**config.mk**
```make
export PLATFORM = sky130hd
export DESIGN_NAME = mips_mem_arbiter
export DESIGN_NICKNAME = d
export VERILOG_FILES = /design/src/rtl/mips_mem_arbiter.sv
export SDC_FILE = /design/constraint.sdc
export NUM_CORES = 1
export LEC_CHECK = 0
export CAP_MARGIN = 5
export CORE_MARGIN = 4
export CORE_UTILIZATION = 40
export DETAILED_ROUTE_END_ITERATION = 8
export HOLD_SLACK_MARGIN = 0.05
export PLACE_DENSITY = 0.87
export RECOVER_POWER = 25
export SKIP_CTS_REPAIR_TIMING = 1
export SLEW_MARGIN = 20
export SYNTH_ARGS = -nofsm -noshare
export SYNTH_HDL_FRONTEND = slang
export SYNTH_SLANG_ARGS = --single-unit
```
**constraint.sdc**
```tcl
create_clock -name clk -period 7.86 [get_ports clk]
set_clock_uncertainty 0.1 [all_clocks]
set_input_delay 1.965 -clock clk [delete_from_list [all_inputs] [get_ports clk]]
set_output_delay 1.965 -clock clk [all_outputs]
set_load 0.02 [all_outputs]
```
**src/rtl/mips_mem_arbiter.sv**
```systemverilog
// Arbitrates the multicycle MIPS core's single-port unified memory between the
// CPU datapath and a debug/loader port, with starvation relief and an exclusive lock.
module mips_mem_arbiter #(
    parameter int ADDR_W       = 8,
    parameter int DATA_W       = 32,
    parameter int STARVE_LIMIT = 4
) (
    input  logic              clk,
    input  logic              reset,
    input  logic              cpu_req,
    input  logic              cpu_we,
    input  logic [ADDR_W-1:0] cpu_addr,
    input  logic [DATA_W-1:0] cpu_wdata,
    output logic              cpu_gnt,
    output logic              cpu_stall,
    output logic              cpu_rvalid,
    output logic [DATA_W-1:0] cpu_rdata,
    input  logic              dbg_req,
    input  logic              dbg_we,
    input  logic [ADDR_W-1:0] dbg_addr,
    input  logic [DATA_W-1:0] dbg_wdata,
    input  logic              dbg_lock,
    output logic              dbg_locked,
    output logic              dbg_gnt,
    output logic              dbg_rvalid,
    output logic [DATA_W-1:0] dbg_rdata,
    output logic [ADDR_W-1:0] mem_addr,
    output logic              mem_we,
    output logic [DATA_W-1:0] mem_wdata,
    input  logic [DATA_W-1:0] mem_rdata
);

    typedef enum logic [1:0] {UNLOCKED, DRAIN, LOCKED} lock_state_t;

    localparam logic [3:0] LIMIT = 4'(STARVE_LIMIT);

    lock_state_t state, state_nxt;
    logic [3:0]  starve_cnt;
    logic        vld_p1;
    logic        own_dbg_p1;
    logic        cpu_rd_inflight;

    // Grants are also held off while reset is asserted so nothing reaches memory.
    always_comb begin
        cpu_gnt = 1'b0;
        dbg_gnt = 1'b0;
        if (!reset) begin
            case (state)
                UNLOCKED: begin
                    dbg_gnt = dbg_req && ((starve_cnt == LIMIT) || !cpu_req);
                    cpu_gnt = cpu_req && !dbg_gnt;
                end
                default: dbg_gnt = dbg_req;
            endcase
        end
    end

    assign cpu_stall = cpu_req & ~cpu_gnt;
    assign mem_addr  = dbg_gnt ? dbg_addr  : cpu_addr;
    assign mem_wdata = dbg_gnt ? dbg_wdata : cpu_wdata;
    assign mem_we    = (cpu_gnt & cpu_we) | (dbg_gnt & dbg_we);

    // A CPU read is outstanding until its rvalid pulse has left the pipeline.
    assign cpu_rd_inflight = (vld_p1 & ~own_dbg_p1) | cpu_rvalid;

    always_comb begin
        state_nxt = state;
        case (state)
            UNLOCKED: if (dbg_lock) state_nxt = DRAIN;
            DRAIN: begin
                if (!dbg_lock)             state_nxt = UNLOCKED;
                else if (!cpu_rd_inflight) state_nxt = LOCKED;
            end
            LOCKED:   if (!dbg_lock) state_nxt = UNLOCKED;
            default:  state_nxt = UNLOCKED;
        endcase
    end

    always_ff @(posedge clk or posedge reset) begin
        if (reset) begin
            state      <= UNLOCKED;
            dbg_locked <= 1'b0;
            starve_cnt <= '0;
        end else begin
            state      <= state_nxt;
            dbg_locked <= (state_nxt == LOCKED);
            if (!dbg_req || dbg_gnt)
                starve_cnt <= '0;
            else if (cpu_gnt && (starve_cnt != LIMIT))
                starve_cnt <= starve_cnt + 4'd1;
        end
    end

    // Issue -> p1: remember read owner; p1 -> p2: capture memory data and pulse rvalid.
    always_ff @(posedge clk or posedge reset) begin
        if (reset) begin
            vld_p1     <= 1'b0;
            own_dbg_p1 <= 1'b0;
            cpu_rvalid <= 1'b0;
            dbg_rvalid <= 1'b0;
            cpu_rdata  <= '0;
            dbg_rdata  <= '0;
        end else begin
            vld_p1     <= (cpu_gnt & ~cpu_we) | (dbg_gnt & ~dbg_we);
            own_dbg_p1 <= dbg_gnt;
            cpu_rvalid <= vld_p1 & ~own_dbg_p1;
            dbg_rvalid <= vld_p1 & own_dbg_p1;
            if (vld_p1 && !own_dbg_p1) cpu_rdata <= mem_rdata;
            if (vld_p1 && own_dbg_p1)  dbg_rdata <= mem_rdata;
        end
    end

endmodule

```
# Word level (Yosys, flattened, before mapping)
# Cells that the tools add are included.
[word_totals]
register_bits = 75
elab_cells = 55
[classes]
n_mux = 13
n_addsub = 1
n_reduce_logical = 13
bitwise_logic = 14
eq_ne = 5
[ops]
columns = ["operator", "count"]
rows = [
  ["$mux W32", 1],
  ["$mux W2", 4],
  ["$mux W4", 2],
  ["$mux W8", 1],
  ["$and A1 B1 Y1", 7],
  ["$pmux W2 S3", 1],
  ["$logic_and A1 B1 Y1", 5],
  ["$add A4 B1 Y4 const B", 1],
  ["$eq A2 B2 Y1 const B", 2],
  ["$eq A4 B3 Y1 const B", 1],
  ["$logic_not A1 Y1", 4],
  ["$mux W1", 4],
  ["$ne A4 B3 Y1 const B", 1],
  ["$not A1 Y1", 4],
  ["$or A1 B1 Y1", 3],
  ["$eq A2 B1 Y1 const B", 1],
  ["$logic_not A2 Y1", 1],
  ["$logic_or A1 B1 Y1", 2],
  ["$reduce_bool A2 Y1", 1],
]

# Depth between registers and ports, before layout
# Gate-level depths: netlist of run 1.
[logic_depth]
ltp_word = 10
ltp_mapped = 6
ltp_nobuf = 5

# Worst setup path before layout of run 1
# OpenSTA, ideal clock, no wires.
[synth_path]
kind = "input-to-output"
startpoint = "input port reset"
endpoint = "output port mem_we"
n_path_buf = 1
required_time_ns = 5.795
stages = 4
slack_ns = 1.440
t_arrival_ns = 4.355
path_cell_list = "clkbuf_1 > inv_1 > nand3_1 > o32ai_1"
[synth_between]
elab_chain_cells = 3
[synth_rtl]
columns = ["item", "line", "source"]
rows = [
  ["start, declared", "9", "input logic reset,"],
  ["$mux W1", "47", "if (!reset) begin"],
  ["$and A1 B1 Y1", "61", "assign mem_we = (cpu_gnt & cpu_we) | (dbg_gnt & dbg_we);"],
  ["$or A1 B1 Y1 (*)", "61", ""],
  ["end, declared", "28", "output logic mem_we,"],
]
# Every way passes the cells marked *; elsewhere a longest branch is shown, timed or not.

# Final worst setup path of run 1
[layout_path]
startpoint = "input port reset"
endpoint = "output port mem_wdata[31]"
[layout_between]
elab_chain_cells = 2
[layout_rtl]
columns = ["item", "line", "source"]
rows = [
  ["$mux W1", "47", ""],
  ["$mux W32", "60", "assign mem_wdata = dbg_gnt ? dbg_wdata : cpu_wdata;"],
  ["end, declared", "29", "output logic [DATA_W-1:0] mem_wdata,"],
]
# Every way passes these cells.

==> flow_summary.yaml, run 1 <==
min_path:
  holdPathStages: 1
  holdCritStartpoint: "dbg_rdata[3]"
  holdPathEnd: "dbg_rdata[3]"
  hold_path.class: "register to register"
critical_path:
  regToRegSetupSlack_ns: 4.49
  cp_max_fo: 36
  arrival_ns: 4.42
  crit_required_ns: 5.80
  rr_endpoint: "cpu_rdata[23]"
  reg2reg_from: "own_dbg_p1"
  endpoint_kind: "output pin"
  worstRegToRegCells: 2
  startpoint_type: "primary input"
  worstSetupPathType: "primary input to output pin"
timing:
  slew_viol_final: 36
  finalSetupViolCount: 0
  min_period_over_period_pct: 82.6
  tns_ns: 0
  fmax_mhz: 154
  tightest_slew_ns: 3.06
  fin_ws_ns: 1.37
  rsz0062_at_grt: "no"
  max_slew_margin_pct: -104
  final-hold-violation-count: 0
  fin_crit_ns: 6.49
  hold-worst-slack_ns: 0.405
clock_tree:
  ctsLongestPathBuffers: 2
  clkLatencyLatePin_ns: 0.33
  cts_tree: "built"
  htreeDepth: 3
  clock-sinks: 75
  cts_buffers: 9
  path_clk_slew_ns: 0.07
  cts-root-buf: "clkbuf_8"
yosys:
  ys_seq_elements: 75
  ys_warn_count: 0
  synth_nets: 357
  synth_top_area_share_pct: 52.5
  syn_inst: 236
  ys_seq_area_share_pct: 52.5
  yosysTopAreaCell: "dfrtp_1"
  synth_cell_type_count: 29
  synth.area.top_cells: "dfrtp_1 (53%), mux2_2 (20%), mux2_4 (16%), buf_6 (1.3%), buf_2 (0.98%)"
  syn_area_um2: 3570
  syn_area_per_cell_um2: 15.1
route:
  vias_per_cell: 4.89
  drtIter0Drc: 76
  wirelength_um: 11000
  drtPass1Iterations: 4
  drc: 0
  ant_nets: 0
  vias: 2829
  wl_per_cell_um: 19.1
status:
  failed_checks: "max-capacitance violations, max-slew violations"
  run_status: "finished, violations left"
pwr:
  power_frac_clock_pct: 17.6
  p_seq_share_pct: 36.2
  pwr-share-comb_pct: 46.2
  powerDensity_nw_per_um2: 258
  switching_share_pct: 32.9
  ir_worst_vdd_v: 0.000197
  internal_power_mw: 1.06
  switching_power_mw: 0.520
  leakage_nw: 2.54
  power_mw: 1.58
final_layout:
  fillers: 615
  n_antenna_cell: 0
  drive_gt1_share_pct: 25.7
  area_growth_pct: 71.5
  final_net_count: 588
  fin_cells: 578
die:
  coreArea_um2: 8720
  die_h_um: 103
  io_pins: 230
  initial_utilization_pct: 41.0
  dieArea_um2: 10500
  die_x_um: 103
  rows: 34
grt:
  grt_pass1_wl_um: 16000
  first_global_vias: 3010
  antenna_found_initial: 0
  overflow: 0
  grt_max_degree: 79
  grt.total_usage_pct: 20.0
placed_design:
  dp_hpwl_um: 8630
  portBuffers: 229
  dp.cells: 564
  gp_congestion: 0.790
  preCtsSetupSlack_ns: 1.39
run:
  maxCapViolCount: 1
==> synth_stat cells <==
library cell	n
dfrtp_1	75
mux2_2	65
mux2_4	39
buf_2	7
inv_1	6
nand2_1	6
buf_6	4
a21oi_1	3
nand4_1	3
nor3b_1	3
o21a_1	3
ha_1	2
nor2_1	2
nor2b_1	2
o32ai_1	2
a21oi_4	1
a22oi_1	1
a31oi_1	1
and2_1	1
and3_1	1
clkbuf_1	1
nand2b_1	1
nand3_1	1
nand3b_1	1
nand4b_1	1
nor3b_4	1
nor4b_1	1
o21ai_0	1
or4_1	1
==> flip-flops by register name, summed over array words and instances (netlist names) <==
| name | cells |
|---|---|
| cpu_rdata | 32 |
| cpu_rvalid | 1 |
| dbg_locked | 1 |
| dbg_rdata | 32 |
| dbg_rvalid | 1 |
| own_dbg_p1 | 1 |
| starve_cnt | 4 |
| state | 2 |
| vld_p1 | 1 |
==> area by class of cell <==
class	count	area, um2	area share (%)
multi-input cells	143	1590	26.0
flip-flops and latches	75	1880	30.6
repair buffers	232	2320	37.9
clock inverters	4	53.8	0.878
inverters	6	22.5	0.367
clock buffers	10	128	2.08
well taps	108	135	2.20
==> worst max-delay path, cell delays in order <==
cell and delay [ns]:
clkdlybuf4s50_1 0.59, nand2b_1 0.29, a21oi_4 0.33, buf_12 0.32, mux2_2 0.37, clkdlybuf4s50_1 0.53
==> cell families after synthesis <==
| group | share of synthesized area, % |
|---|---|
| muxes | 36.9 |
| DFF | 52.5 |
| and+or+nand+nor | 4.45 |
| buffers and inverters | 2.97 |
| AOI/OAI and AO/OA | 2.52 |
| adders and majority gates | 0.700 |
==> metrics by stage <==
stage               util [%]  area (um2)
finish                  70.3        6130
detailed placement      68.4        5960
global placement        68.4        5960
floorplan                  -        3570
CTS                     70.4        6140
global route            70.3        6130
==> routing by layer <==
layer | track usage, % | part of all wire, % | wire length [um]
met2 | 37.2 | 53 | 5890
met5 | 0 | 0 | 0
met4 | 5.25 | 1.6 | 176
met1 | 20.7 | 34 | 3700
met3 | 8.05 | 11 | 1260
==> cell usage in the layout, fill, tap and decap left out, types with 2 or more instances in the layout <==
cell,instances
nor2b_1,2
o21a_1,3
clkdlybuf4s50_1,221
a21oi_1,3
nor3b_1,3
clkinvlp_4,2
nand2_1,6
dlygate4sd3_1,8
nor2_1,2
nand4_1,3
ha_1,2
o32ai_1,2
mux2_4,39
clkbuf_8,9
mux2_2,64
dfrtp_1,75
clkbuf_1,2
inv_1,5
==> worst max-delay path by stage <==
stage	from	to	slack, ns	cells past startpoint
after detailed placement	reset	mem_wdata[31]	1.39	6
after global placement	reset	mem_wdata[31]	1.43	6
after CTS	reset	mem_wdata[31]	1.37	6
final	reset	mem_wdata[31]	1.37	6
after global routing	reset	mem_wdata[31]	1.26	6
after floorplan	reset	mem_we	1.44	4
==> power groups by stage <==
stage	Clock, mW	Combinational, mW	Sequential [mW]
global placement	0	0.725	0.573
finish	0.278	0.730	0.572
global route	0.305	0.768	0.588
detailed placement	0	0.738	0.580
CTS	0.290	0.740	0.574
floorplan	0	0.200	0.726
Power figures use the tool's default switching activity.
==> run 2, diff against run 1 <==
--- a/config.mk
+++ b/config.mk
@@ -7,10 +7,10 @@
 export LEC_CHECK = 0
 export CAP_MARGIN = 5
 export CORE_MARGIN = 4
-export CORE_UTILIZATION = 40
+export CORE_UTILIZATION = 37
 export DETAILED_ROUTE_END_ITERATION = 8
 export HOLD_SLACK_MARGIN = 0.05
-export PLACE_DENSITY = 0.87
+export PLACE_DENSITY = 0.82
 export RECOVER_POWER = 25
 export SKIP_CTS_REPAIR_TIMING = 1
 export SLEW_MARGIN = 20
==> constraint.sdc (replaced) <==
create_clock -name clk -period 6.2 [get_ports clk]
set_clock_uncertainty 0.1 [all_clocks]
set_input_delay 1.55 -clock clk [delete_from_list [all_inputs] [get_ports clk]]
set_output_delay 1.55 -clock clk [all_outputs]
set_load 0.02 [all_outputs]
==> flow_summary.yaml, run 2 (synthesized netlist as in run 1, its figures left out) <==
status:
  run_status: "finished, violations left"
  failed_checks: "max-capacitance violations, max-slew violations"
run:
  maxCapViolCount: 2
route:
  ant_nets: 0
  drc: 0
  vias_per_cell: 4.73
  drtPass1Iterations: 4
  wl_per_cell_um: 18.6
  drtIter0Drc: 115
  vias: 2858
  wirelength_um: 11200
critical_path:
  endpoint_kind: "output pin"
  rr_endpoint: "state[1]"
  regToRegSetupSlack_ns: 2.75
  reg2reg_from: "own_dbg_p1"
  startpoint_type: "primary input"
  crit_required_ns: 4.55
  cp_max_fo: 35
  arrival_ns: 3.87
  worstSetupPathType: "primary input to output pin"
  worstRegToRegCells: 3
clock_tree:
  ctsLongestPathBuffers: 2
  cts_tree: "built"
  cts_buffers: 9
  htreeDepth: 3
  clock-sinks: 75
  cts-root-buf: "clkbuf_8"
  path_clk_slew_ns: 0.08
  clkLatencyLatePin_ns: 0.33
min_path:
  holdCritStartpoint: "dbg_rdata[29]"
  hold_path.class: "register to register"
  holdPathEnd: "dbg_rdata[29]"
  holdPathStages: 1
timing:
  final-hold-violation-count: 0
  fmax_mhz: 181
  min_period_over_period_pct: 89.0
  tns_ns: 0
  rsz0062_at_grt: "no"
  finalSetupViolCount: 0
  tightest_slew_ns: 3.17
  fin_crit_ns: 5.52
  slew_viol_final: 70
  max_slew_margin_pct: -112
final_layout:
  mostFrequentLayoutCells: "clkdlybuf4s50_1 (229), dfrtp_1 (75), mux2_2 (65)"
  reg.largest.list: "cpu_rdata x32, dbg_rdata x32, starve_cnt x4"
  final_common_cell: "clkdlybuf4s50_1"
  drive_gt1_share_pct: 26.6
  area_growth_pct: 73.4
  final_net_count: 589
  fillers: 724
  design_area_um2: 6200
grt:
  overflow: 0
  antenna_found_initial: 2
  grt_pass1_wl_um: 17100
  first_global_vias: 3217
  grt_max_degree: 79
  grt.total_usage_pct: 19.2
die:
  io_pins: 230
  initial_utilization_pct: 38.3
  die_h_um: 106
  coreArea_um2: 9330
  dieArea_um2: 11300
  rows: 35
  die_x_um: 106
placed_design:
  dpl_cell_area_um2: 5990
  portBuffers: 229
  gp_congestion: 0.850
  dp_hpwl_um: 8890
pwr:
  powerDensity_nw_per_um2: 329
  leakage_nw: 2.56
  ir_worst_vdd_v: 0.000229
[run 2: changes by cell type in the layout (fill, tap and decap cells not counted), moves of 2 or more]
cell and delta:
inv_6 +2, clkdlybuf4s50_1 +8, diode_2 +2, dlygate4sd3_1 -8
[run 2: per-layer routing]
| metal | GRT usage [%] | share of wire, % | wire length (um) | vias up |
|---|---|---|---|---|
| met5 | 0 | 0 | 0 | - |
| met4 | 6.85 | 2.5 | 279 | 0 |
| met3 | 7.89 | 9.8 | 1100 | 18 |
| met2 | 36.3 | 54 | 6040 | 140 |
| met1 | 18.6 | 34 | 3810 | 1386 |
| li1 | - | - | - | 1314 |
[run 2: stage by stage]
stage	total power [mW]	utilization (%)	hold slack (ns)	worst slack, ns	std cells
finish	2.04	66.5	0.407	0.684	604
CTS	2.07	66.5	0.412	0.707	602
floorplan	1.17	-	0.411	0.610	236
global placement	1.65	64.3	0.388	0.810	586
detailed placement	1.68	64.3	0.393	0.716	586
global route	2.15	66.5	0.427	0.607	604
[run 2: worst max-delay path, cell delays in order]
cell and delay, ns:
clkdlybuf4s50_1 0.60, nand2b_1 0.31, a21oi_4 0.18, buf_12 0.27, mux2_2 0.38, clkdlybuf4s50_1 0.55
[run 2: layout make-up]
type	count	area, um2	share of cell area, %
Tap cell	129	161	2.60
Clock buffer	10	138	2.22
Inverter	6	22.5	0.363
Antenna cell	2	5.00	0.0807
Timing Repair Buffer	233	2330	37.6
Clock inverter	6	72.6	1.17
Multi-Input combinational cell	143	1590	25.7
Sequential cell	75	1880	30.3
[run 2: power by group]
group          internal (mW)  switching (mW)  leakage (nW)
clock                  0.201           0.185         0.103
combinational          0.518           0.412          1.56
sequential             0.644          0.0797         0.899
[run 2: how the worst max path moves through the flow]
| stage | start | endpoint | slack, ns | cells past startpoint |
|---|---|---|---|---|
| floorplan | reset | mem_we | 0.61 | 4 |
| global placement | reset | mem_wdata[31] | 0.81 | 6 |
| detailed placement | reset | mem_wdata[31] | 0.72 | 6 |
| CTS | reset | mem_wdata[31] | 0.71 | 6 |
| global route | reset | mem_wdata[31] | 0.61 | 6 |
| finish | reset | mem_wdata[31] | 0.68 | 6 |
==> run 3, diff against run 2 <==
--- a/config.mk
+++ b/config.mk
@@ -17,3 +17,4 @@
 export SYNTH_ARGS = -nofsm -noshare
 export SYNTH_HDL_FRONTEND = slang
 export SYNTH_SLANG_ARGS = --single-unit
+export TNS_END_PERCENT = 30
==> results of run 3 <==
No change in the layout: final DEF, timing and power equal those of run 2.
